==> src/rtl/video_axis_pkg.sv <==
// rtl/video_axis_pkg.sv - shared encodings, LFSR constants and FSM state type for the video stream checker
package video_axis_pkg;

    // Backpressure pattern select
    localparam logic [1:0] BP_ALWAYS = 2'd0;
    localparam logic [1:0] BP_TOGGLE = 2'd1;
    localparam logic [1:0] BP_LFSR   = 2'd2;
    localparam logic [1:0] BP_NEVER  = 2'd3;

    // x^16+x^14+x^13+x^11+1 as a right-shifting Fibonacci LFSR: feedback taps on bits 0,2,3,5
    localparam logic [15:0] LFSR_SEED = 16'hACE1;
    localparam logic [15:0] LFSR_TAPS = 16'h002D;

    typedef enum logic {
        WAIT_SOF = 1'b0,
        ACTIVE   = 1'b1
    } chk_state_e;

    function automatic logic [15:0] lfsr_step(input logic [15:0] s);
        return {^(s & LFSR_TAPS), s[15:1]};
    endfunction

endpackage

==> src/rtl/axis_bp_gen.sv <==
// rtl/axis_bp_gen.sv - registered tready pattern generator for sink backpressure
module axis_bp_gen
    import video_axis_pkg::*;
(
    input  logic       clk,
    input  logic       rstn,
    input  logic [1:0] bp_mode,
    output logic       tready
);

    logic [15:0] lfsr_q, lfsr_d;
    logic        armed_q;
    logic        tready_q, tready_d;

    // Next tready per mode; held low until one edge after reset release has passed
    always_comb begin
        lfsr_d   = lfsr_step(lfsr_q);
        tready_d = 1'b0;
        case (bp_mode)
            BP_ALWAYS: tready_d = 1'b1;
            BP_TOGGLE: tready_d = ~tready_q;
            BP_LFSR:   tready_d = lfsr_q[0];
            BP_NEVER:  tready_d = 1'b0;
            default:   tready_d = 1'b0;
        endcase
        if (!armed_q) begin
            tready_d = 1'b0;
        end
    end

    // State registers; the LFSR free-runs every cycle regardless of mode
    always_ff @(posedge clk or negedge rstn) begin
        if (!rstn) begin
            lfsr_q   <= LFSR_SEED;
            armed_q  <= 1'b0;
            tready_q <= 1'b0;
        end else begin
            lfsr_q   <= lfsr_d;
            armed_q  <= 1'b1;
            tready_q <= tready_d;
        end
    end

    assign tready = tready_q;

endmodule

==> config.mk <==
export PLATFORM = sky130hd
export DESIGN_NAME = axis_bp_gen
export DESIGN_NICKNAME = d
export VERILOG_FILES = /design/src/rtl/video_axis_pkg.sv /design/src/rtl/axis_bp_gen.sv
export SDC_FILE = /design/constraint.sdc
export NUM_CORES = 1
export LEC_CHECK = 0
export CAP_MARGIN = 20
export CELL_PAD_IN_SITES_DETAIL_PLACEMENT = 2
export CELL_PAD_IN_SITES_GLOBAL_PLACEMENT = 2
export CORE_UTILIZATION = 30
export DETAILED_ROUTE_END_ITERATION = 10
export PLACE_DENSITY_LB_ADDON = 0.2
export SLEW_MARGIN = 10
export SYNTH_ARGS = -nofsm -noshare
export SYNTH_HDL_FRONTEND = slang
export SYNTH_SLANG_ARGS = --single-unit
==> constraint.sdc <==
create_clock -name clk -period 1.8 [get_ports clk]
set_input_delay 0.27 -clock clk [delete_from_list [all_inputs] [get_ports clk]]
set_output_delay 0.27 -clock clk [all_outputs]
set_load 0.05 [all_outputs]
# [Word level (Yosys, flattened, before mapping)]
# Cells that the tools add are included.
[totals] in_bits=4 register_bits=18 word_cells=11
[op_classes] n_mux=2 bitwise=1 n_reduce_logical=2 n_eq_ne=3
[ops] operator="parity 16 bit" n=1
[ops] operator="== test 2 bit, second input constant" n=2
[ops] operator="case mux 1 bit (4 select lines)" n=1
[ops] operator="== test 2 x 1 -> 1 bit, second input constant" n=1
[ops] operator="zero test 2 bit" n=1
[ops] operator="two-way mux 1 bit" n=1
[ops] operator="NOT 1 bit" n=1

# [Longest topological paths before layout]
[logic_depth] word_depth=3 ltp_mapped=3

# [Least setup slack after synthesis]
# OpenSTA, ideal clock, no wires.
[synth_path] path_kind="register to register" from="register tready_q, in the netlist tready" to="register tready_q, in the netlist tready" slack_ns=0.804 path_stages_with_launch=3 setup_time_ns=0.119 arrival_ns=0.877 cell_sequence="dfrtp_1 o22ai_1 and2_1"
[synth_via] elab_chain_cells=3
[synth_lines] item="start: declaration" line_no="axis_bp_gen.sv:13" rtl="logic tready_q, tready_d;"
[synth_lines] item="start signal: assignment" line_no="axis_bp_gen.sv:40" rtl="tready_q <= tready_d;"
[synth_lines] item="NOT 1 bit" line_no="axis_bp_gen.sv:21" rtl="BP_TOGGLE: tready_d = ~tready_q;"
[synth_lines] item="case mux 1 bit (4 select lines)" line_no="axis_bp_gen.sv:19" rtl="case (bp_mode)"
[synth_lines] item="two-way mux 1 bit" line_no="axis_bp_gen.sv:26" rtl="if (!armed_q) begin"
[synth_lines] item="named net tready_d" line_no="axis_bp_gen.sv:13"
# The timed path passes the listed nets, and every way through them passes these cells.

# [Worst setup path in the final report]
[layout_path] from="register tready_q, in the netlist tready" to="output tready"
[layout_lines] item="end: declaration" line_no="axis_bp_gen.sv:8" rtl="output logic tready"
# No word-level cell between the ends.

==> reports/results.ini <==
[setup_path]
path_delay_family=buffers and inverters
path_class=reg -> out
critPathRequiredTime_ns=1.53
path_cells=clkdlybuf4s50_1
critPathMaxFanout=2
cp-end-kind=output pin
cp.arrival_ns=1.43
crit_slowest_cell=clkdlybuf4s50_1
critPathBufInv=1
start_kind=flop
max_stage_delay_ns=0.80

[logic_synthesis]
synth_cells=25
synth_cell_types=8
syn_area_per_cell_um2=20.4
yosysSeqAreaShare=0.904
netlist_area_um2=509
ys_warn_count=0
yosys_register_bits=18
syn-num-nets=29

[routing]
dr.pass1.iters=2
wirelength_um=679
drc=0
vias_per_cell=4.44
vias=222
ant_nets=0
wl_per_cell_um=13.6
drt_iter0_markers=2

[global_route]
grt_pass1_wl_um=1240
grt_max_degree=19
antenna_found_initial=0
grtUsageTotal=0.0998
grt_overflow=0
grt_pass1_vias=254

[floorplanning]
die_area_um2=1870
die_w_um=43.2
die_y_um=43.2
num_rows=14
ioPinCount=5
start_util=0.330
core_um2=1540

[layout]
fillers=154
final_common_cell=dfrtp_1
multi_input_area_um2=48.8
drive_above_1_share=0.353
layout_common_cells=10 x dfrtp_1, 8 x dfstp_2, 4 x clkdlybuf4s50_1
finalNetCount=39
antenna_cells=0
seq_area_um2=460
area_growth_pct=18.4
final_util=0.391

[power]
ir_drop_mv=0.496
p_leak_nw=0.276
power_density_nw_per_um2=1050

[clock_tree]
clock-sinks=18
cts_root_buffer=clkbuf_4
cts_hold_buffers=0
cts.path.max_buffers=2
numCtsBuffers=3
cts_setup_buffers=0
cts_max_level=1
cts_tree=built
worst_skew_pair.late_latency_ns=0.28
ctsResizeCount=0
path_clk_slew_ns=0.10

[sta]
slew_headroom=0.668
fmax_ghz=0.588
setup_viol=0
rsz0062_at_grt=no
timing.final.ws_setup_ns=0.0998
fin_crit_ns=1.70
worst_slew_pin_slew_ns=0.497
finalCritPeriodShare=0.945
clock_skew_ns=0.0107
finalSetupTns_ns=0
finalHoldViolCount=0
slew_viol_final=0

[placed_design]
pre_cts_slack_ns=0.395
dp_hpwl_um=435
gp_congestion=0.608
portBuffers=4

[outcome]
status=finished clean

[flow_run]
max-cap-violations=0

[min_path]
min_path_type=in -> async

[state kept, by name (all words and copies together), names as in the netlist]
register and count:
lfsr_q 16, armed_q 1, tready 1
[through the flow]
step,cells,area (µm²),hold WS [ns],total power (W)
finish,50,603,0.298,0.000632
global route,50,603,0.283,0.000671
CTS,50,603,0.296,0.000644
detailed placement,46,577,0.336,0.000444
global placement,46,577,0.339,0.000443
floorplan,25,509,-0.0256,0.000425
[per-layer routing]
layer / routed length, µm / GRT usage / vias up / share of wire
met2: 315 / 0.128 / 5 / 0.46
met3: 39 / 0.0553 / 0 / 0.057
li1: - / - / 95 / -
met1: 325 / 0.123 / 122 / 0.48
met4: 0 / 0.0727 / 0 / 0
met5: 0 / 0 / - / 0
[final timing paths]
check	start	end	slack, ns	cells after the start
worst max-delay path	tready$_DFF_PN0_	tready	0.1	1
worst min-delay path	rstn	lfsr_q[1]$_DFF_PN0_	0.30	2
worst max register to register	lfsr_q[5]$_DFF_PN1_	lfsr_q[15]$_DFF_PN1_	0.84	2
worst min register to register	lfsr_q[6]$_DFF_PN1_	lfsr_q[5]$_DFF_PN1_	0.35	0
max in group asynchronous	rstn	lfsr_q[11]$_DFF_PN1_	1.24	2
min in group clk	lfsr_q[6]$_DFF_PN1_	lfsr_q[5]$_DFF_PN1_	0.35	0
[cells in the mapped netlist]
| library cell | instances | area, µm² |
|---|---|---|
| dfstp_2 | 8 | 210 |
| conb_1 | 1 | 3.75 |
| xor2_1 | 1 | 8.76 |
| nor2b_1 | 1 | 6.26 |
| xnor2_1 | 2 | 17.5 |
| and2_1 | 1 | 6.26 |
| dfrtp_1 | 10 | 250 |
| o22ai_1 | 1 | 6.26 |
[where the power goes]
group,internal [W],switching (W),total (W),leakage (nW)
Sequential,0.000408,0.000000912,0.000409,0.219
Combinational,0.0000119,0.0000156,0.0000275,0.0427
Clock,0.0000860,0.000110,0.000196,0.0150
Total,0.000506,0.000126,0.000632,0.276
[cell families after synthesis]
family / Yosys count / share of synthesized area
compound gates: 1 / 0.0123
xor+xnor: 3 / 0.0516
flops: 18 / 0.904
other cells: 1 / 0.00736
simple gates: 2 / 0.0246
[final cells by class]
type	count	share of cell area
clock buffer	4	0.0436
multi-input combinational	7	0.0809
tap	16	0.0332
timing repair buffer	5	0.0788
sequential	18	0.763
Note: power is estimated with default switching activity, not from simulation.
